### src/rtl/game_pkg.sv
// Shared game constants: colour codes, player FSM encoding
// and the four stored 16-entry colour sequences.
package game_pkg;

   localparam logic [1:0] GREEN  = 2'd0;
   localparam logic [1:0] RED    = 2'd1;
   localparam logic [1:0] YELLOW = 2'd2;
   localparam logic [1:0] BLUE   = 2'd3;

   localparam int SEQ_LEN = 16;

   typedef enum logic [1:0] {
      S_IDLE,
      S_ON,
      S_GAP,
      S_DONE
   } state_e;

   // Entry i sits in bits [2i+1:2i].
   // Table 0 is 0,1,2,3 repeated.
   localparam logic [31:0] SEQ0 = 32'hE4E4_E4E4;
   localparam logic [31:0] SEQ1 = 32'h9C36_D8B1;
   localparam logic [31:0] SEQ2 = 32'h4B1E_72C9;
   localparam logic [31:0] SEQ3 = 32'hD2A5_6F18;

   function automatic logic [1:0] seq_at(
      input logic [1:0] sel,
      input logic [3:0] i
   );
      logic [31:0] t;
      case (sel)
         2'd0:    t = SEQ0;
         2'd1:    t = SEQ1;
         2'd2:    t = SEQ2;
         default: t = SEQ3;
      endcase
      seq_at = t[{i, 1'b0} +: 2];
   endfunction

endpackage

### src/rtl/seq_rom.sv
// Combinational sequence lookup (sel, idx) -> colour code.
// Ports: sel_i table select, idx_i position, colour_o code.
module seq_rom
   import game_pkg::*;
(
   input  logic [1:0] sel_i,
   input  logic [3:0] idx_i,
   output logic [1:0] colour_o
);

   assign colour_o = seq_at(sel_i, idx_i);

endmodule

### src/rtl/sequence_player.sv
// Plays round+1 colours of a stored sequence as timed flashes.
// Ports: clk, R (sync active-low), start, round, seq_sel in;
// leds, idx, busy, done out (all registered).
module sequence_player
   import game_pkg::*;
#(
   parameter int ON_TICKS  = 25_000_000,
   parameter int OFF_TICKS = 12_500_000,
   parameter int TW        = 25
) (
   input  logic       clk,
   input  logic       R,
   input  logic       start,
   input  logic [3:0] round,
   input  logic [1:0] seq_sel,
   output logic [3:0] leds,
   output logic [3:0] idx,
   output logic       busy,
   output logic       done
);

   localparam logic [TW-1:0] ON_LD  = TW'(ON_TICKS - 1);
   localparam logic [TW-1:0] OFF_LD = TW'(OFF_TICKS - 1);

   state_e        state_q, state_d;
   logic [TW-1:0] timer_q, timer_d;
   logic [3:0]    idx_q, idx_d;
   logic [3:0]    round_q, round_d;
   logic [1:0]    sel_q, sel_d;
   logic [3:0]    leds_q, leds_d;
   logic          busy_q, done_q;
   logic [1:0]    colour;

   // Look up the colour for the next state so the
   // registered LEDs line up with the state change.
   seq_rom u_rom (
      .sel_i    (sel_d),
      .idx_i    (idx_d),
      .colour_o (colour)
   );

   always_comb begin
      state_d = state_q;
      timer_d = timer_q;
      idx_d   = idx_q;
      round_d = round_q;
      sel_d   = sel_q;
      unique case (state_q)
         S_IDLE: begin
            if (start) begin
               round_d = round;
               sel_d   = seq_sel;
               idx_d   = '0;
               timer_d = ON_LD;
               state_d = S_ON;
            end
         end
         S_ON: begin
            if (timer_q == '0) begin
               timer_d = OFF_LD;
               state_d = S_GAP;
            end else begin
               timer_d = timer_q - 1'b1;
            end
         end
         S_GAP: begin
            if (timer_q == '0) begin
               // Compare before increment: idx never wraps.
               if (idx_q == round_q) begin
                  state_d = S_DONE;
               end else begin
                  idx_d   = idx_q + 1'b1;
                  timer_d = ON_LD;
                  state_d = S_ON;
               end
            end else begin
               timer_d = timer_q - 1'b1;
            end
         end
         default: begin
            state_d = S_IDLE;
         end
      endcase
      leds_d = (state_d == S_ON) ? (4'b0001 << colour) : 4'b0000;
   end

   always_ff @(posedge clk) begin
      if (!R) begin
         state_q <= S_IDLE;
         timer_q <= '0;
         idx_q   <= '0;
         round_q <= '0;
         sel_q   <= '0;
         leds_q  <= '0;
         busy_q  <= 1'b0;
         done_q  <= 1'b0;
      end else begin
         state_q <= state_d;
         timer_q <= timer_d;
         idx_q   <= idx_d;
         round_q <= round_d;
         sel_q   <= sel_d;
         leds_q  <= leds_d;
         busy_q  <= (state_d != S_IDLE);
         done_q  <= (state_d == S_DONE);
      end
   end

   assign leds = leds_q;
   assign idx  = idx_q;
   assign busy = busy_q;
   assign done = done_q;

endmodule

### config.mk
export PLATFORM = sky130hd
export DESIGN_NAME = sequence_player
export DESIGN_NICKNAME = d
export VERILOG_FILES = /design/src/rtl/game_pkg.sv /design/src/rtl/seq_rom.sv /design/src/rtl/sequence_player.sv
export SDC_FILE = /design/constraint.sdc
export NUM_CORES = 1
export LEC_CHECK = 0
export ABC_AREA = 1
export ABC_CLOCK_PERIOD_IN_PS = 4660
export CORE_ASPECT_RATIO = 1.5
export CORE_MARGIN = 5
export CORE_UTILIZATION = 64
export DETAILED_ROUTE_END_ITERATION = 10
export PLACE_DENSITY = 0.85
export SLEW_MARGIN = 20
export SYNTH_ARGS = -nofsm -noshare
export SYNTH_HDL_FRONTEND = slang
export SYNTH_SLANG_ARGS = --single-unit
### constraint.sdc
create_clock -name clk -period 4.66 [get_ports clk]
set_clock_uncertainty 0.1 [all_clocks]
set_input_delay 0.699 -clock clk [delete_from_list [all_inputs] [get_ports clk]]
set_output_delay 0.699 -clock clk [all_outputs]
set_load 0.005 [all_outputs]
==> impl_metrics.toml, run 1 <==
[worst_setup_path]
r2r_cells = 16
r2r-end = "leds[0]"
worstSetupEndpointType = "flop"
worstSetupStartpointType = "input port"
arrival_ps = 3380
critPathMaxStageDelay_ps = 450
cp_slowest_cell = "clkdlybuf4s50_1"
crit_required_ps = 4790
cpMostUsedCell = "nand2_1"
rrSetupSlack_ps = 1470
crit_chain = "clkdlybuf4s50_1, nand2_1, inv_1, or2_2, o21ai_0, inv_1, ha_1, or2_2, o21ai_1, nand2_1, nand3_2, nand2_1, nand2_1, nand2_1, nor2_1"
cpLargestDelayFamily = "simple AND/OR/NAND/NOR gates"
crit_type = "in -> reg"
cp_max_fo = 11
path_buf_inv = 3
reg2reg_from = "state_q[0]"

[route]
ant_nets = 0
num_vias = 3003
drcViolationCount = 0
route.met2.wl_um = 3950
drt_first_iter_violations = 171
drt-met1-wl_um = 2770
vias_per_cell = 5.57
wl_per_cell_um = 13.4
finalWirelength_um = 7210
firstDrtPassIters = 4
met3WireLength_um = 243
top_layer = "met4"

[finish]
drive_above_1_share = 0.0884
nNetsFinal = 496
area_delta_synth_final_pct = 9.12
nFillCells = 396
stdcell_count = 539
diodes = 0
stdcell_area_sq_um = 3260
post-route-util = 0.719

[min_path]
min_to = "round_q[2]"
min_path_type = "reg -> reg"
holdCritStartpoint = "round_q[2]"
hold_depth = 2

[floorplan]
start_util = 0.659
die_area_sq_um = 6170
ios = 19
die_x_um = 65.8
num_rows = 30
core_area_sq_um = 4540
dieHeight_um = 93.7

[clocking]
post_cts_buffers = 0
cts_root_buf = "clkbuf_8"
cts.clk_slew.worst_paths_ps = 70
cts_max_level = 2
clock_latency_ps = 300
cts_tree = "built"
cts_buffers = 5
clock_path_buffers = 2
clock_sinks = 43
cts-hold-fix-buffers = 0
cts_resized = 0

[power]
ir_drop_mv = 0.144
power_mw = 0.894
p_leak_nw = 1.45
power_density_nw_per_um2 = 274

[yosys]
synth_top_area_cell = "dfxtp_1"
syn-cell-area_sq_um = 2990
synth_seq_area_share = 0.288
synth.area.top_cells = "dfxtp_1 (29%), nand2_1 (12%), inv_1 (8.0%)"
ys_ff_latch = 43
yosys_warnings = 0
synth_area_per_cell_sq_um = 6.49
yosysTopAreaCellShare = 0.288
syn_inst = 461
syn_nets = 483
yosysUniqueCellTypes = 36

[grt]
grt_pass1_wl_um = 12500
grt_use_total = 0.254
antenna_found_initial = 0
grt_max_degree = 27
overflow = 0
grt_pass1_vias = 2923

[timing]
layout_min_cycle_time_ps = 3250
slew_headroom = 0.456
tns_ps = 0
slew_violations = 0
hold_viol_final = 0
tightest_slew_ps = 814
rsz0062_at_grt = "false"
fin_crit_sh = 0.698
setup_ws_ps = 1410
fmax_mhz = 307
whs_ps = 377
finalSetupViolCount = 0

[flow_run]
maxCapViolations = 0

[placement]
postPlaceCellArea_sq_um = 3180
dp_cells = 531
pre_cts_ws_ps = 1130
port-buffer-count = 18
routabilityCongestion = 0.939
hpwl_um = 5420

[outcome]
status = "complete, no violations"
==> cell usage after synthesis <==
master	count
a221oi_2	3
ha_1	13
o211ai_1	3
o311ai_0	1
nor3_1	2
or2_2	3
o21ai_0	36
clkinv_1	1
nor2_4	3
nand3_4	1
nand2_1	97
nand3_1	47
nor2_2	6
nand2_4	3
a31oi_1	1
dfxtp_1	43
nor4_1	2
nand4_1	5
a211oi_1	1
nand3_2	2
buf_2	4
clkbuf_1	5
a21oi_1	16
inv_1	64
buf_4	2
o21ai_1	3
nor2_1	56
nand2_2	8
buf_8	1
xor2_1	8
nand3b_1	1
xnor2_1	1
o31ai_1	1
a221oi_1	10
a21boi_0	1
inv_2	7
==> cell families (layout without fill, tap and decap cells) <==
| group | after synthesis | in the layout | synth area share |
|---|---|---|---|
| adder cells (fa/ha/maj) | 13 | 13 | 0.0544 |
| flip-flops | 43 | 43 | 0.288 |
| buffers and inverters | 84 | 98 | 0.113 |
| AO/OA/AOI/OAI | 76 | 76 | 0.156 |
| AND/OR/NAND/NOR | 236 | 236 | 0.362 |
| XOR/XNOR | 9 | 9 | 0.0264 |
==> worst reg2reg max path: stages (launching register included) <==
cell and delay [ps]:
dfxtp_1 430, inv_1 90, ha_1 270, nand2_1 280
inv_1 80, or2_2 280, o21ai_0 260, inv_1 210
ha_1 290, or2_2 290, o21ai_1 140, nand2_1 80
nand3_2 70, nand2_1 50, nand2_1 50, nand2_1 60
nor2_1 100
==> cell type report <==
cell class / count / area, sq um / share of cell area
Inverter: 72 / 270 / 0.0828
Clock buffer: 7 / 76.3 / 0.0234
Timing Repair Buffer: 18 / 180 / 0.0552
Clock inverter: 1 / 5.00 / 0.00153
Tap cell: 64 / 80.1 / 0.0245
Sequential cell: 43 / 861 / 0.264
Multi-Input combinational cell: 334 / 1790 / 0.549
==> layout by cell type, fill, tap and decap left out, types with 7 or more instances in the layout <==
master | synthesis | layout
nand2_1 | 97 | 97
nand3_1 | 47 | 47
inv_2 | 7 | 7
xor2_1 | 8 | 8
dfxtp_1 | 43 | 43
nand2_2 | 8 | 8
clkdlybuf4s50_1 | 0 | 18
o21ai_0 | 36 | 36
ha_1 | 13 | 13
inv_1 | 64 | 64
nor2_1 | 56 | 56
a21oi_1 | 16 | 16
a221oi_1 | 10 | 10
==> worst max path at each step <==
stage | slack, ps | start | cells after the start | endpoint
global placement | 1230 | start | 15 | leds[0]
CTS | 1420 | start | 15 | leds[0]
detailed placement | 1130 | start | 15 | leds[0]
floorplan | 2000 | start | 13 | leds[0]
finish | 1410 | start | 15 | leds[0]
global route | 1100 | state_q[0] | 16 | leds[0]
==> per-layer routing <==
metal | track usage | vias to the layer above
met1 | 0.262 | 1399
met3 | 0.0311 | 23
met5 | 0 | -
met2 | 0.485 | 66
li1 | - | 1515
met4 | 0.130 | 0
==> state kept, by name (all words and copies together), names as in the netlist <==
| signal | cells |
|---|---|
| timer_q | 25 |
| idx | 4 |
| done | 1 |
| sel_q | 2 |
| leds | 4 |
| state_q | 2 |
| round_q | 4 |
| busy | 1 |
==> report_power, final <==
| part | internal [mW] | leakage, nW | switching (mW) |
|---|---|---|---|
| registers | 0.393 | 0.354 | 0.0189 |
| clock network | 0.105 | 0.0422 | 0.130 |
| logic | 0.0907 | 1.05 | 0.156 |
| total | 0.589 | 1.45 | 0.305 |
No activity file was read; power rests on OpenSTA's default activity.
==> run 2: changes to the inputs <==
ABC_CLOCK_PERIOD_IN_PS = 3200   (was 4660)
CORE_UTILIZATION = 60   (was 64)
PLACE_DENSITY = 0.81   (was 0.85)
clock period = 3.2 ns   (was 4.66 ns; I/O delays follow)
==> run 2 against run 1 <==
Sequential power increased by 46%. Combinational power rose by 51%. Worst setup slack worse by 940 ps. Routed wire length increased by 4.2%. Utilization down 2.9 points. Clock power rose by 43%. Highest routed layer unchanged. Sequential cell count unchanged. Sequential share of layout area is 0.61 points lower.
==> impl_metrics.toml, run 2 (same netlist as run 1, synthesis figures left out) <==
[power]
power_density_nw_per_um2 = 392
intPower_mw = 0.869
ir_drop_mv = 0.225
power.switching_mw = 0.442
power_mw = 1.31
pwr-share-clk = 0.256
pwr-share-comb = 0.285
pwr-share-seq = 0.459
p_leak_nw = 1.50
switching_share = 0.337

[clocking]
cts.clk_slew.worst_paths_ps = 70
cts_root_buf = "clkbuf_8"
cts_resized = 0
cts_tree = "built"
clock_latency_ps = 300
post_cts_buffers = 0
cts-hold-fix-buffers = 0
clock_path_buffers = 2
clock_sinks = 43
cts_buffers = 5
cts_max_level = 2

[finish]
most-common-layout-cells = "nand2_1 (97), inv_1 (64), nor2_1 (56), nand3_1 (47), dfxtp_1 (43)"
nNetsFinal = 506
post-route-util = 0.689
largest_register_ffs = 25
drive_above_1_share = 0.107
top_register = "timer_q"
final_common_cell = "nand2_1"
area_delta_synth_final_pct = 11.7
diodes = 0
stdcell_area_sq_um = 3340
stdcell_count = 551

[worst_setup_path]
worstSetupEndpointType = "flop"
reg2reg_from = "state_q[0]"
rrSetupSlack_ps = 470
crit_type = "reg -> reg"
endpoint = "leds[2]"
crit_start = "state_q[0]"
arrival_ps = 2860
cp_max_fo = 6
crit_required_ps = 3330
worstSetupStartpointType = "flop"
r2r_cells = 16
r2r-end = "leds[2]"

[timing]
slew_headroom = 0.690
finalSetupViolCount = 0
tightest_slew_ps = 460
fin_crit_sh = 0.853
rsz0062_at_grt = "false"
setup_ws_ps = 471
slew_violations = 0
hold_viol_final = 0
layout_min_cycle_time_ps = 2730
tns_ps = 0
whs_ps = 369
fmax_mhz = 366

[grt]
grt_pass1_vias = 2914
grt_use_total = 0.256
antenna_found_initial = 0
grt_max_degree = 21
overflow = 0
grt_pass1_wl_um = 13000

[route]
num_vias = 3049
wl_per_cell_um = 13.6
drt_first_iter_violations = 190
finalWirelength_um = 7510
drcViolationCount = 0
ant_nets = 0
firstDrtPassIters = 5
vias_per_cell = 5.53

[placement]
pre_cts_ws_ps = 351
port-buffer-count = 18
routabilityCongestion = 0.905
hpwl_um = 5840
dp_cells = 543
postPlaceCellArea_sq_um = 3260

[floorplan]
die_area_sq_um = 6530
dieHeight_um = 96.5
core_area_sq_um = 4850
start_util = 0.617
die_x_um = 67.7
ios = 19
num_rows = 31

[min_path]
min_path_type = "reg -> reg"

[outcome]
status = "complete, no violations"

[flow_run]
maxCapViolations = 0
-- run 2: cell count changes in the layout (fill, tap and decap cells not counted), sizes merged --
cell / change
buf: +10
-- run 2: cell type report --
class | instances | area, sq um
Clock inverter | 1 | 5.00
Multi-Input combinational cell | 334 | 1790
Tap cell | 66 | 82.6
Sequential cell | 43 | 861
Timing Repair Buffer | 28 | 255
Inverter | 72 | 270
Fill cell | 450 | 1510
Clock buffer | 7 | 76.3
-- run 2: worst min path at each step --
stage          startpoint    endpoint  slack (ps)  cells after the start
2_1_floorplan  round_q[0]  round_q[0]         340                      2
3_3_place_gp   round_q[0]  round_q[0]         360                      2
3_5_place_dp   round_q[3]  round_q[3]         360                      2
4_1_cts        round_q[3]  round_q[3]         370                      2
5_1_grt        round_q[0]  round_q[0]         400                      2
6_report       round_q[3]  round_q[3]         370                      2
-- run 2: critical path, cell delays in order (launching register included) --
cell and delay (ps):
dfxtp_1 440, inv_1 90, ha_1 270, nand2_1 120, inv_1 50, or2_2 270, o21ai_0 110, inv_1 130
ha_1 250, or2_2 290, o21ai_1 130, nand2_1 80, nand3_2 70, nand2_1 60, nand2_1 50, nand2_1 70
nor2_1 90
-- run 2: power by group through the flow --
stage,combinational (mW),clock [mW],sequential [mW]
global route,0.427,0.378,0.605
global placement,0.363,0,0.611
CTS,0.373,0.345,0.600
floorplan,0.281,0,0.606
finish,0.373,0.336,0.601
detailed placement,0.370,0,0.613
-- run 2: layer usage --
| layer | vias to the layer above | GRT usage | wire [um] |
|---|---|---|---|
| met5 | - | 0 | 0 |
| met3 | 23 | 0.0266 | 198 |
| met1 | 1426 | 0.280 | 2960 |
| met2 | 66 | 0.465 | 4040 |
| met4 | 0 | 0.147 | 302 |
| li1 | 1534 | - | - |
==> run 3: changes to the inputs <==
REMOVE_ABC_BUFFERS = 1   (was not set)
==> run 3 against run 2 <==
Final cell count shrank 0.18%. Largest power group unchanged. Worst setup slack lost 60 ps. Via count grew 0.62%. Sequential cell count is the same. Critical endpoint is now timer_q[24]. Register-to-register slack lost 60 ps. Clock-buffer cell count shrank 1.
==> impl_metrics.toml, run 3 (same netlist as run 1, synthesis figures left out) <==
[placement]
routabilityCongestion = 0.915
hpwl_um = 5620
port-buffer-count = 18
pre_cts_ws_ps = 306

[route]
drt_first_iter_violations = 209
num_vias = 3068
vias_per_cell = 5.58
ant_nets = 0
firstDrtPassIters = 5
wl_per_cell_um = 13.5
finalWirelength_um = 7420
drcViolationCount = 0

[worst_setup_path]
rrSetupSlack_ps = 410
r2r_cells = 14
worstSetupStartpointType = "flop"
worstSetupEndpointType = "flop"
r2r-end = "timer_q[24]"
cp_max_fo = 17
arrival_ps = 2870
crit_type = "reg -> reg"
crit_required_ps = 3280
reg2reg_from = "timer_q[0]"

[finish]
nNetsFinal = 505
post-route-util = 0.695
drive_above_1_share = 0.110
final_common_cell = "nand2_1"
area_delta_synth_final_pct = 12.7
most-common-layout-cells = "nand2_1 (97), inv_1 (64), nor2_1 (56), nand3_1 (47), dfxtp_1 (43)"
largest_register_ffs = 25
top_register = "timer_q"
diodes = 0

[min_path]
min_path_type = "reg -> reg"
hold_depth = 2
min_to = "round_q[2]"
holdCritStartpoint = "round_q[2]"

[timing]
layout_min_cycle_time_ps = 2790
setup_ws_ps = 410
tns_ps = 0
fmax_mhz = 358
tightest_slew_ps = 801
rsz0062_at_grt = "false"
fin_crit_sh = 0.872
finalSetupViolCount = 0
slew_headroom = 0.465
slew_violations = 0
hold_viol_final = 0

[clocking]
clock_sinks = 43
cts_root_buf = "clkbuf_8"
cts_buffers = 5
post_cts_buffers = 0
clock_latency_ps = 300
clock_path_buffers = 2
cts.clk_slew.worst_paths_ps = 90
cts_max_level = 2
cts_tree = "built"
cts-hold-fix-buffers = 0
cts_resized = 0

[floorplan]
core_area_sq_um = 4850
die_x_um = 67.7
start_util = 0.617
dieHeight_um = 96.5
num_rows = 31
ios = 19
die_area_sq_um = 6530

[grt]
grt_pass1_wl_um = 12900
grt_pass1_vias = 2998
overflow = 0
grt_use_total = 0.256
antenna_found_initial = 0
grt_max_degree = 23

[power]
ir_drop_mv = 0.311
power_density_nw_per_um2 = 420
p_leak_nw = 1.51

[outcome]
status = "complete, no violations"

[flow_run]
maxCapViolations = 0
==> run 3: cell count changes in the layout (fill, tap and decap cells not counted) <==
cell       change
clkbuf_8       +1
buf_4          -1
bufinv_16      +1
clkbuf_1       -2
==> run 3: worst max-delay path by stage <==
| stage | slack [ps] | start | endpoint | depth (start not counted) |
|---|---|---|---|---|
| detailed placement | 310 | start | leds[0] | 15 |
| global placement | 370 | start | leds[0] | 15 |
| floorplan | 440 | state_q[0] | leds[0] | 16 |
| finish | 410 | timer_q[0] | timer_q[24] | 14 |
| global route | 170 | state_q[0] | leds[0] | 17 |
| CTS | 400 | timer_q[0] | timer_q[24] | 14 |
==> run 3: cell type report <==
| class | instances | area [sq um] |
|---|---|---|
| clock inverter | 2 | 35.0 |
| inverter | 72 | 270 |
| fill | 418 | 1480 |
| multi-input combinational | 334 | 1790 |
| tap | 66 | 82.6 |
| timing repair buffer | 27 | 248 |
| clock buffer | 6 | 82.6 |
| sequential | 43 | 861 |
==> run 3: critical path, cell delays in order, from the launching register on <==
cell     delay, ps
dfxtp_1        320
inv_1           90
ha_1           250
nand3_1        150
inv_1           80
nand2_2        110
nor2_2          60
nand4_1        110
inv_2           80
nand4_1        100
nand2_2        230
nor2_2         700
nand2_1        100
o21ai_0        110
a21oi_1         80
==> run 3: metrics by stage <==
stage                     total power [mW]  area (sq um)  std cells  hold WS [ps]
final                                 1.42          3370        550           369
after floorplan                      0.880          2920        449           343
after global routing                  1.51          3370        550           394
after detailed placement             0.981          3250        542           360
after global placement               0.972          3250        542           354
after CTS                             1.42          3370        550           372
==> run 3: metal layers <==
metal	vias to the layer above	GRT usage	routed length [um]
met2	96	0.460	3950
met1	1407	0.263	2780
met3	34	0.0347	263
met5	-	0	0
li1	1531	-	-
met4	0	0.183	423
==> run 3: power breakdown <==
group / switching, mW / internal, mW / leakage [nW]
combinational: 0.232 / 0.142 / 1.10
sequential: 0.0261 / 0.573 / 0.354
clock: 0.189 / 0.253 / 0.0612
total: 0.447 / 0.968 / 1.51
